### src/rtl/mem_port_arbiter_pkg.sv
// mem_port_arbiter_pkg: shared steering selects, FSM encoding and latency-counter width.
package mem_port_arbiter_pkg;
  localparam logic SEL_IF  = 1'b0;
  localparam logic SEL_MEM = 1'b1;
  localparam int   CNT_W   = 3;
  typedef enum logic [1:0] {IDLE, ISSUE, WAIT, DONE} state_t;
endpackage

### src/rtl/mem_port_arbiter_arb_rr2.sv
// arb_rr2: two-requester picker that alternates priority on contention.
module arb_rr2
  import mem_port_arbiter_pkg::*;
(
  input  logic clk,
  input  logic rst,
  input  logic en,
  input  logic req_if,
  input  logic req_mem,
  output logic gnt_valid,
  output logic gnt_sel
);
  logic last_gnt_q, last_gnt_d;
  always_comb begin
    gnt_valid  = en & (req_if | req_mem);
    gnt_sel    = (req_if & req_mem) ? ((last_gnt_q == SEL_IF) ? SEL_MEM : SEL_IF)
                                    : (req_mem ? SEL_MEM : SEL_IF);
    last_gnt_d = gnt_valid ? gnt_sel : last_gnt_q;
  end
  always_ff @(posedge clk) begin
    if (rst) last_gnt_q <= SEL_IF;
    else     last_gnt_q <= last_gnt_d;
  end
endmodule

### src/rtl/mux2to1.sv
// Mux2to1: generic two-input steering multiplexer.
module Mux2to1 #(
  parameter int WIDTH_DATA = 32
) (
  input  logic                  sel,
  input  logic [WIDTH_DATA-1:0] in0,
  input  logic [WIDTH_DATA-1:0] in1,
  output logic [WIDTH_DATA-1:0] out
);
  assign out = sel ? in1 : in0;
endmodule

### src/rtl/mem_port_arbiter.sv
// mem_port_arbiter: shares one fixed-latency RAM port between instruction fetch and load/store.
module mem_port_arbiter
  import mem_port_arbiter_pkg::*;
#(
  parameter int ADDR_W  = 32,
  parameter int DATA_W  = 32,
  parameter int MEM_LAT = 2
) (
  input  logic              clk,
  input  logic              rst,
  input  logic              if_req,
  input  logic [ADDR_W-1:0] if_addr,
  output logic              if_done,
  output logic [DATA_W-1:0] if_rdata,
  input  logic              mem_req,
  input  logic              mem_we,
  input  logic [ADDR_W-1:0] mem_addr,
  input  logic [DATA_W-1:0] mem_wdata,
  output logic              mem_done,
  output logic [DATA_W-1:0] mem_rdata,
  output logic              ram_en,
  output logic              ram_we,
  output logic              ram_sel,
  output logic [ADDR_W-1:0] ram_addr,
  output logic [DATA_W-1:0] ram_wdata,
  input  logic [DATA_W-1:0] ram_rdata,
  output logic              stall_if,
  output logic              stall_mem
);
  state_t           state_q, state_d;
  logic [CNT_W-1:0] cnt_q, cnt_d;
  logic             sel_q, sel_d, en_q, en_d, we_q, we_d;
  logic             if_done_q, if_done_d, mem_done_q, mem_done_d;
  logic             at_done, arb_en, el_if, el_mem, gnt_valid, gnt_sel;

  // The completing requester drops its req next cycle, so it is not eligible in DONE.
  assign at_done = state_q == DONE;
  assign arb_en  = (state_q == IDLE) | at_done;
  assign el_if   = if_req & ~(at_done & (sel_q == SEL_IF));
  assign el_mem  = mem_req & ~(at_done & (sel_q == SEL_MEM));

  arb_rr2 u_arb (
    .clk      (clk),
    .rst      (rst),
    .en       (arb_en),
    .req_if   (el_if),
    .req_mem  (el_mem),
    .gnt_valid(gnt_valid),
    .gnt_sel  (gnt_sel)
  );

  always_comb begin
    state_d = state_q;
    cnt_d   = cnt_q;
    sel_d   = sel_q;
    case (state_q)
      IDLE, DONE: begin
        state_d = gnt_valid ? ISSUE : IDLE;
        sel_d   = gnt_valid ? gnt_sel : sel_q;
      end
      ISSUE: begin
        state_d = (MEM_LAT == 1) ? DONE : WAIT;
        cnt_d   = CNT_W'(MEM_LAT - 1);
      end
      WAIT: begin
        state_d = (cnt_q == CNT_W'(1)) ? DONE : WAIT;
        cnt_d   = cnt_q - CNT_W'(1);
      end
    endcase
    en_d       = state_d == ISSUE;
    we_d       = en_d & (sel_d == SEL_MEM) & mem_we;
    if_done_d  = (state_d == DONE) & (sel_d == SEL_IF);
    mem_done_d = (state_d == DONE) & (sel_d == SEL_MEM);
  end

  always_ff @(posedge clk) begin
    if (rst) begin
      state_q    <= IDLE;
      cnt_q      <= '0;
      sel_q      <= SEL_IF;
      en_q       <= 1'b0;
      we_q       <= 1'b0;
      if_done_q  <= 1'b0;
      mem_done_q <= 1'b0;
    end else begin
      state_q    <= state_d;
      cnt_q      <= cnt_d;
      sel_q      <= sel_d;
      en_q       <= en_d;
      we_q       <= we_d;
      if_done_q  <= if_done_d;
      mem_done_q <= mem_done_d;
    end
  end

  Mux2to1 #(.WIDTH_DATA(ADDR_W)) u_addr_mux (
    .sel(sel_q), .in0(if_addr), .in1(mem_addr), .out(ram_addr)
  );
  Mux2to1 #(.WIDTH_DATA(DATA_W)) u_wdata_mux (
    .sel(sel_q), .in0({DATA_W{1'b0}}), .in1(mem_wdata), .out(ram_wdata)
  );

  assign ram_en    = en_q;
  assign ram_we    = we_q;
  assign ram_sel   = sel_q;
  assign if_done   = if_done_q;
  assign mem_done  = mem_done_q;
  assign if_rdata  = ram_rdata;
  assign mem_rdata = ram_rdata;
  assign stall_if  = if_req & ~if_done_q;
  assign stall_mem = mem_req & ~mem_done_q;
endmodule

### config.mk
export PLATFORM = sky130hd
export DESIGN_NAME = mem_port_arbiter
export DESIGN_NICKNAME = d
export VERILOG_FILES = /design/src/rtl/mem_port_arbiter_pkg.sv /design/src/rtl/mem_port_arbiter_arb_rr2.sv /design/src/rtl/mux2to1.sv /design/src/rtl/mem_port_arbiter.sv
export SDC_FILE = /design/constraint.sdc
export NUM_CORES = 1
export LEC_CHECK = 0
export BUFFER_PORTS_ARGS = -buffer_cell sky130_fd_sc_hd__buf_2
export CORE_AREA = 2 2 103 105
export CTS_CLUSTER_DIAMETER = 50
export DETAILED_ROUTE_END_ITERATION = 6
export DIE_AREA = 0 0 105 107
export PLACE_DENSITY = 0.64
export SETUP_SLACK_MARGIN = 0.05
export SYNTH_ARGS = -nofsm -noshare
export SYNTH_HDL_FRONTEND = slang
export SYNTH_HIERARCHICAL = 1
export SYNTH_SLANG_ARGS = --single-unit
### constraint.sdc
create_clock -name clk -period 2.4 [get_ports clk]
set_input_delay 0.12 -clock clk [delete_from_list [all_inputs] [get_ports clk]]
set_output_delay 0.12 -clock clk [all_outputs]
set_load 0.05 [all_outputs]
==> results.cfg, run 1 <==
[yosys]
synth-compound-area-share_pct = 3.74
yosys-top-cells-area = mux2_4 44%, buf_4 24%, dfxtp_1 11%, buf_12 5.9%, ha_1 2.5%
yosysSeqAreaShare_pct = 10.8
ys_types = 25
synth_area_sq_um = 2040
synth-simple-area-share_pct = 4.78
synth.avg_cell_area_sq_um = 11.0
postSynth.asyncResetShare_pct = 0
synth_xor_area_share_pct = 0
syn_inst = 186
ys_ff_latch = 11
synth.most_common_cell = buf_4
synth_top_family_by_area = multiplexers
yosys.area.top_type = mux2_4
ys.flop_type = dfxtp_1
yosysWarningCount = 6
synth-edff-count = 0
synthTopCellsByCount = 64 x buf_4, 60 x mux2_4, 11 x dfxtp_1
yosysTopAreaCellShare_pct = 44.1
synth_fa_ha_area_share_pct = 2.45
muxShareOfSynthArea_pct = 46.8

[worst_setup_path]
path_max_fanout = 48
path_cells = buf_12 -> mux2_4 -> buf_2
path_delay_family = flip-flops
crit_arrival_ps = 1730
worstSetupPathType = flop to output pin
r2r-start = ram_sel$_SDFF_PP0_
ff2ff_path_depth = 6
endpoint_kind = output pin
reg2reg_to = if_done$_SDFF_PP0_
cp_data_required_time_ps = 2280
critPathBufInv = 2
r2r_slack_ps = 770
slowest_stage = dfxtp_4
cp_slowest_stage_delay_ps = 560
start_kind = flop

[clock_network]
cts_buffers = 3
post_cts_resized = 0
cts_tree = yes
clock-sinks = 11
postCtsSetupRepairBufs = 0
clk_latency_ps = 240
cts-root-buf = clkbuf_8
cts.htree.levels = 1
cts.clk_slew.worst_paths_ps = 50
clockBufferDepth = 2
cts_hold_buf = 0

[power_and_ir_drop]
p_per_area_nw_per_um2 = 1070
p_comb_share_pct = 81.9
p_leak_nw = 1.45
p_sw_share_pct = 58.1
p_int_mw = 1.18
power_frac_clock_pct = 6.5
p_sw_mw = 1.63
ir_worst_vdd_mv = 0.397
pwr-share-seq_pct = 11.5

[sta]
fmax_mhz = 540
post-route-period-util_pct = 77.1
fin_skew_ps = 3.91
report.final.hold_viol_count = 0
fin_crit_ps = 1850
grt_setup_unrepaired = no
setup_viol = 0
tns_ps = 0
maxSlewViolCount = 0

[route]
ant_nets = 0
firstDrtPassIters = 4
drt-vias-per-instance = 3.55
drtIter0Drc = 41
drcViolationCount = 0
wl_um = 5480
vias = 1622
post_drt_wl_per_cell_um = 12.0

[place]
gp_congestion = 0.709
place_hpwl_um = 4790
io_buffers = 171
dp.cells = 453

[run_status]
status = complete, no violations

[min_path]
whs_path_depth = 2
hp-start = mem_we
hold_end = ram_we$_SDFF_PP0_
hp-class = input pin to flop

[floorplan]
placementRows = 37
core_area_sq_um = 10100
floorplan.die_area_sq_um = 11200
ios = 268
initial_core_util_pct = 20.2
die_h_um = 107
chipWidth_um = 105

[global_route]
grt_pass1_wl_um = 7550
overflow = 0
grt_use_total_pct = 8.29
grt_max_degree = 49
grt_antenna_before_repair = 0
grt_pass1_vias = 1558

[finish]
finalNonFillerCells = 457
diodes = 0
num-nets-final = 459
drive_gt1_share_pct = 75.4
syn2layout_area_growth_pct = 28.8

[job]
drv_cap = 0
-- kinds of logic (layout without fill, tap and decap cells) --
family,Yosys count,count (layout)
other,1,32
DFF,11,11
adders and majority gates,4,4
and+or+nand+nor,18,18
buffers and inverters,76,180
muxes,65,65
AOI/OAI and AO/OA,11,11
-- metrics by stage --
| stage | setup WS [ps] | util, % | instance area, sq um | hold slack (ps) | total power, mW |
|---|---|---|---|---|---|
| floorplan | 715 | - | 2160 | 182 | 2.66 |
| CTS | 551 | 26.1 | 2630 | 141 | 2.82 |
| global route | 498 | 26.1 | 2630 | 146 | 2.92 |
| detailed placement | 748 | 25.6 | 2580 | 240 | 2.63 |
| global placement | 825 | 25.6 | 2580 | 240 | 2.60 |
| finish | 550 | 26.1 | 2630 | 138 | 2.80 |
-- routing by layer --
layer / global-route usage, % / up-vias / share of wire [%]
met5: 0 / - / 0
met4: 1.71 / 0 / 0.40
met3: 2.13 / 4 / 9.5
met2: 16.3 / 97 / 53
met1: 8.86 / 717 / 37
li1: - / 804 / -
-- flip-flops by register name, summed over array words and instances (netlist names) --
name / cells
ram_sel: 1
state_q: 2
if_done: 1
ram_we: 1
u_arb/last_gnt_q: 1
cnt_q: 3
mem_done: 1
ram_en: 1
-- worst register-to-register path: cells and delay by family, from the launching register on --
family          cells  cell delay, ps
mux                 1             240
compound gates      2             490
simple gates        2             230
buf+inv             1              70
flops               1             560
-- how the worst max path moves through the flow --
stage | from | to | slack [ps] | cells past startpoint
floorplan | ram_sel$_SDFF_PP0_ | if_done$_SDFF_PP0_ | 710 | 5
global placement | ram_sel$_SDFF_PP0_ | ram_addr[8] | 820 | 3
detailed placement | ram_sel$_SDFF_PP0_ | if_done$_SDFF_PP0_ | 750 | 6
CTS | ram_sel$_SDFF_PP0_ | ram_addr[4] | 550 | 3
global route | ram_sel$_SDFF_PP0_ | ram_addr[8] | 500 | 3
finish | ram_sel$_SDFF_PP0_ | ram_addr[4] | 550 | 3
-- power by group through the flow --
stage          Sequential, mW  Combinational [mW]  Clock [mW]
5_1_grt                 0.333                2.40       0.192
3_3_place_gp            0.320                2.28           0
4_1_cts                 0.324                2.31       0.186
6_report                0.322                2.30       0.183
2_1_floorplan           0.328                2.33           0
3_5_place_dp            0.326                2.30           0
-- cells in the final DEF (no fill, tap or decap), drive strengths merged --
master and instances:
nor2b 5, and3 1, o21ai 2, ha 4
conb 32, a21oi 3, buf 172, nor3b 1
mux2 64, o21a 1, nand2 2, dfxtp 11
nand3b 2, a21bo 1, nor2 6, nand3 1
inv 4, clkbuf 4, mux2i 1, a21boi 3
a211oi 1
-- cell type report --
cell class	count	area (sq um)
clock buffers	4	45.0
fillers	1093	7460
inverters	4	15.0
multi-input cells	130	1300
flip-flops and latches	11	224
well taps	136	170
repair buffers	172	876
Note: power is estimated with default switching activity, not from simulation.
==> run 2: changes to the inputs <==
ABC_AREA = 1   (was not set)
PLACE_DENSITY = 0.65   (was 0.64)
clock period = 1.54 ns   (was 2.4 ns; I/O delays follow)
==> run 2 against run 1 <==
Total power up 69%. Non-clock buffer count is 2 higher. Final area is 1.5% lower. Via count grew 36%. Final cell count grew 33%. Worst setup slack lost 430 ps. First-iteration DRC count rose by 130%. Critical path depth rose by 1.
==> results.cfg, run 2 <==
[route]
vias = 2208
dr_wl_met3_um = 739
post_drt_wl_per_cell_um = 8.95
drt-vias-per-instance = 3.62
firstDrtPassIters = 5
ant_nets = 0
wl_met1_um = 2150
drtIter0Drc = 95
wl_um = 5460
top_layer = met4
route.met2.wl_um = 2490
drcViolationCount = 0

[yosys]
synth.most_common_cell = nand2_1
synth.avg_cell_area_sq_um = 5.82
synth-edff-count = 0
ys_types = 22
yosys-top-cells-area = nand2_1 35%, buf_4 24%, dfxtp_1 11%, nand2_2 6.6%, clkbuf_8 4.1%
yosysSeqAreaShare_pct = 11.0
postSynth.asyncResetShare_pct = 0
yosys.area.top_type = nand2_1
yosysWarningCount = 6
ys.flop_type = dfxtp_1
syn_inst = 344
yosysTopAreaCellShare_pct = 34.9
synthTopCellsByCount = 186 x nand2_1, 64 x buf_4, 21 x nand2_2
synth_area_sq_um = 2000
ys_ff_latch = 11

[clock_network]
postCtsSetupRepairBufs = 0
clock-sinks = 11
post_cts_resized = 0
cts_tree = yes
clockBufferDepth = 2
clk_latency_ps = 240
cts_buffers = 3
cts_hold_buf = 0
cts.htree.levels = 1
cts.clk_slew.worst_paths_ps = 50
cts-root-buf = clkbuf_8

[finish]
layout_common_cells = 186 x nand2_1, 164 x buf_2, 32 x conb_1
finalNonFillerCells = 610
top_regs = cnt_q: 3 flops, state_q: 2 flops
fillers = 1180
largest_reg_flops = 3
num-nets-final = 612
diodes = 0
largest_register = cnt_q
drive_gt1_share_pct = 44.3
final_common_cell = nand2_1
syn2layout_area_growth_pct = 29.4

[worst_setup_path]
r2r-start = state_q[0]$_SDFF_PP0_
cp_data_required_time_ps = 1460
cp_slowest_stage_delay_ps = 410
crit_path_frequent_cell = nand2_1
path_max_fanout = 42
critPathLaunch = ram_sel$_SDFF_PP0_
endpoint_kind = output pin
cp-endpoint = ram_wdata[13]
reg2reg_to = cnt_q[0]$_SDFFE_PP0P_
crit_cells = 4
start_kind = flop
critPathBufInv = 2
ff2ff_path_depth = 6
crit_arrival_ps = 1350
path_delay_family = buffers and inverters
path_cells = buf_12 -> nand2_1 -> nand2_1 -> buf_2
slowest_stage = dfxtp_2
r2r_slack_ps = 180
worstSetupPathType = flop to output pin

[global_route]
overflow = 0
grt_use_total_pct = 8.81
grt_antenna_before_repair = 1
grt_max_degree = 43
grt_pass1_wl_um = 8380
grt_pass1_vias = 1928

[run_status]
status = complete, no violations

[floorplan]
floorplan.die_area_sq_um = 11200
die_h_um = 107
initial_core_util_pct = 19.8
placementRows = 37
ios = 268
chipWidth_um = 105
core_area_sq_um = 10100

[power_and_ir_drop]
p_per_area_nw_per_um2 = 1830
p_comb_share_pct = 84.6
pwr-share-seq_pct = 9.3
p_sw_mw = 3.23
p_leak_nw = 1.67
p_sw_share_pct = 68.2
power_frac_clock_pct = 6.1
p_int_mw = 1.51
ir_worst_vdd_mv = 0.900

[sta]
layout_setup_ws_ps = 116
fmax_mhz = 702
report.final.hold_viol_count = 0
fin_skew_ps = 3.04
setup_viol = 0
fin_crit_ps = 1420
post-route-period-util_pct = 92.5
maxSlewViolCount = 0
grt_setup_unrepaired = yes
tns_ps = 0

[place]
place_hpwl_um = 4490
dp.cells = 606
gp_congestion = 0.768
io_buffers = 171
preCtsSetupSlack_ps = 60.8

[min_path]
hp-class = input pin to flop

[job]
drv_cap = 0
## run 2: per-layer routing
layer	global-route usage [%]	vias to the layer above
met4	2.86	0
met3	3.40	16
met1	9.23	871
met5	0	-
met2	16.1	139
li1	-	1182
## run 2: cells by family (layout without fill, tap and decap cells)
kind of cell | Yosys count | count (layout) | share of synthesized area [%]
buffers and inverters | 96 | 195 | 38.0
flip-flops | 11 | 11 | 11.0
AND/OR/NAND/NOR | 224 | 224 | 45.8
AO/OA/AOI/OAI | 8 | 8 | 2.50
other | 1 | 32 | 0.187
adder cells (fa/ha/maj) | 4 | 4 | 2.50
## run 2: layout make-up
cell class / instances / area, sq um / area share, %
Multi-Input combinational cell: 268 / 1150 / 44.3
Clock buffer: 4 / 45.0 / 1.74
Inverter: 17 / 83.8 / 3.24
Sequential cell: 11 / 221 / 8.55
Timing Repair Buffer: 174 / 921 / 35.6
Tap cell: 136 / 170 / 6.57
## run 2: power by group through the flow
stage	logic, mW	registers (mW)	clock network, mW
after CTS	3.99	0.437	0.295
final	4.00	0.441	0.289
after global routing	4.31	0.457	0.316
after detailed placement	3.98	0.439	0
after floorplan	3.76	0.502	0
after global placement	3.96	0.439	0
## run 2: worst min-delay path by stage
stage | cells after the start | to | from | slack, ps
global placement | 0 | if_rdata[22] | ram_rdata[22] | 150
global route | 2 | u_arb/last_gnt_q$_SDFFE_PP0P_ | rst | 70
floorplan | 1 | u_arb/last_gnt_q$_SDFFE_PP0P_ | rst | 140
detailed placement | 0 | if_rdata[22] | ram_rdata[22] | 150
finish | 3 | ram_we$_SDFF_PP0_ | mem_we | 70
CTS | 2 | u_arb/last_gnt_q$_SDFFE_PP0P_ | rst | 70
## run 2: stage by stage
stage	utilization [%]	cell area [sq um]	hold slack (ps)	total power [mW]
after detailed placement	24.9	2510	154	4.42
final	25.7	2590	71.5	4.73
after global routing	25.7	2590	66.2	5.08
after global placement	24.9	2510	154	4.40
after CTS	25.3	2560	67.2	4.72
after floorplan	-	2120	139	4.26
## run 2: worst reg2reg max path: stages (launching register included)
cell and delay [ps]:
dfxtp_1 320, inv_1 40, ha_1 420, buf_4 190, inv_2 60, o21ai_0 160
a21oi_1 50
==> run 3: changes to the inputs <==
CTS_BUF_LIST = sky130_fd_sc_hd__clkbuf_8 sky130_fd_sc_hd__clkbuf_16   (was not set)
RECOVER_POWER = 100   (was not set)
==> run 3 against run 2 <==
First-iteration DRC count fell by 8.4%. Wire length fell by 1.1%. Sequential share of layout area is 0.083 points higher.
==> results.cfg, run 3 (synthesized netlist as in run 2, its figures left out) <==
[sta]
post-route-period-util_pct = 93.8
tightest_slew_ps = 651
tns_ps = 0
report.final.hold_viol_count = 0
fin_skew_ps = 3.72
setup_viol = 0
fmax_mhz = 692
maxSlewHeadroom_pct = 56.8
fin_crit_ps = 1440
maxSlewViolCount = 0
layout_setup_ws_ps = 95.7
grt_setup_unrepaired = yes

[floorplan]
floorplan.die_area_sq_um = 11200
core_area_sq_um = 10100
chipWidth_um = 105
die_h_um = 107
placementRows = 37
initial_core_util_pct = 19.8
ios = 268

[worst_setup_path]
endpoint_kind = output pin
crit_arrival_ps = 1370
path_max_fanout = 42
path_cells = buf_12 -> nand2_1 -> nand2_1 -> clkbuf_2
crit_path_frequent_cell = nand2_1
reg2reg_to = cnt_q[0]$_SDFFE_PP0P_
critPathLaunch = ram_sel$_SDFF_PP0_
start_kind = flop
worstSetupPathType = flop to output pin
crit_cells = 4
critPathBufInv = 2
r2r-start = state_q[0]$_SDFF_PP0_
cp_data_required_time_ps = 1460
path_delay_family = buffers and inverters
r2r_slack_ps = 200
slowest_stage = dfxtp_2
cp_slowest_stage_delay_ps = 410
ff2ff_path_depth = 6
cp-endpoint = ram_wdata[13]

[global_route]
grt_max_degree = 43
overflow = 0
grt_pass1_vias = 1928
grt_pass1_wl_um = 8380
grt_use_total_pct = 8.81
grt_antenna_before_repair = 1

[finish]
layout_common_cells = 187 x nand2_1, 104 x buf_2, 60 x clkbuf_2
final_common_cell = nand2_1
diodes = 0
top_regs = cnt_q: 3 flops, state_q: 2 flops
finalNonFillerCells = 610
syn2layout_area_growth_pct = 28.1
num-nets-final = 612
fillers = 1187
largest_reg_flops = 3
drive_gt1_share_pct = 42.8
largest_register = cnt_q

[clock_network]
cts_tree = yes
cts_hold_buf = 0
cts.clk_slew.worst_paths_ps = 50
clk_latency_ps = 240
cts.htree.levels = 1
cts_buffers = 3
cts-root-buf = clkbuf_8
clock-sinks = 11
clockBufferDepth = 2

[run_status]
status = complete, no violations

[route]
ant_nets = 0
drtIter0Drc = 87
drt-vias-per-instance = 3.61
wl_met1_um = 2120
vias = 2201
post_drt_wl_per_cell_um = 8.86
firstDrtPassIters = 4
wl_um = 5400
drcViolationCount = 0
dr_wl_met3_um = 721
top_layer = met4
route.met2.wl_um = 2480

[place]
preCtsSetupSlack_ps = 60.8
io_buffers = 171
gp_congestion = 0.768
dp.cells = 606
place_hpwl_um = 4490

[power_and_ir_drop]
p_leak_nw = 1.66
p_per_area_nw_per_um2 = 1830
ir_worst_vdd_mv = 0.883

[min_path]
hp-class = input pin to flop
hp-start = rst

[job]
drv_cap = 0
[run 3: cell types whose count changed in the layout (fill, tap and decap cells not counted), sizes merged]
cell	before	now
clkbuf	11	70
buf	167	107
inv	17	18
[run 3: final cells by class]
type | instances | area [sq um] | share of cell area (%)
flip-flops and latches | 11 | 221 | 8.63
clock buffers | 3 | 41.3 | 1.61
repair buffers | 174 | 898 | 35.0
well taps | 136 | 170 | 6.63
multi-input cells | 268 | 1150 | 44.7
clock inverters | 1 | 3.75 | 0.146
inverters | 17 | 83.8 | 3.27
[run 3: routing by layer]
metal | track usage, % | up-vias
met3 | 3.40 | 14
met4 | 2.86 | 0
met2 | 16.1 | 132
met5 | 0 | -
li1 | - | 1182
met1 | 9.23 | 873
[run 3: repair_timing]
item,4_1_cts,5_1_grt
endpoints found under the setup margin,0,33
setup buffers,0,0
resized for setup,0,13
[run 3: where the power goes]
part | leakage, nW | total [mW] | internal (mW) | switching, mW
logic | 1.54 | 3.96 | 0.910 | 3.05
clock network | 0.0269 | 0.282 | 0.175 | 0.108
registers | 0.0905 | 0.441 | 0.371 | 0.0699
[run 3: how the worst min path moves through the flow]
stage	endpoint	slack, ps	cells after the start
final	u_arb/last_gnt_q$_SDFFE_PP0P_	70	2
after global routing	u_arb/last_gnt_q$_SDFFE_PP0P_	70	2
after CTS	u_arb/last_gnt_q$_SDFFE_PP0P_	70	2
after detailed placement	if_rdata[22]	150	0
after global placement	if_rdata[22]	150	0
after floorplan	u_arb/last_gnt_q$_SDFFE_PP0P_	140	1
[run 3: through the flow]
stage / util, % / hold WS, ps / total power, mW / area (sq um)
3_3_place_gp: 24.9 / 154 / 4.40 / 2510
4_1_cts: 25.3 / 66.9 / 4.71 / 2560
5_1_grt: 25.4 / 66.0 / 5.04 / 2560
2_1_floorplan: - / 139 / 4.26 / 2120
6_report: 25.4 / 70.3 / 4.69 / 2560
3_5_place_dp: 24.9 / 154 / 4.42 / 2510
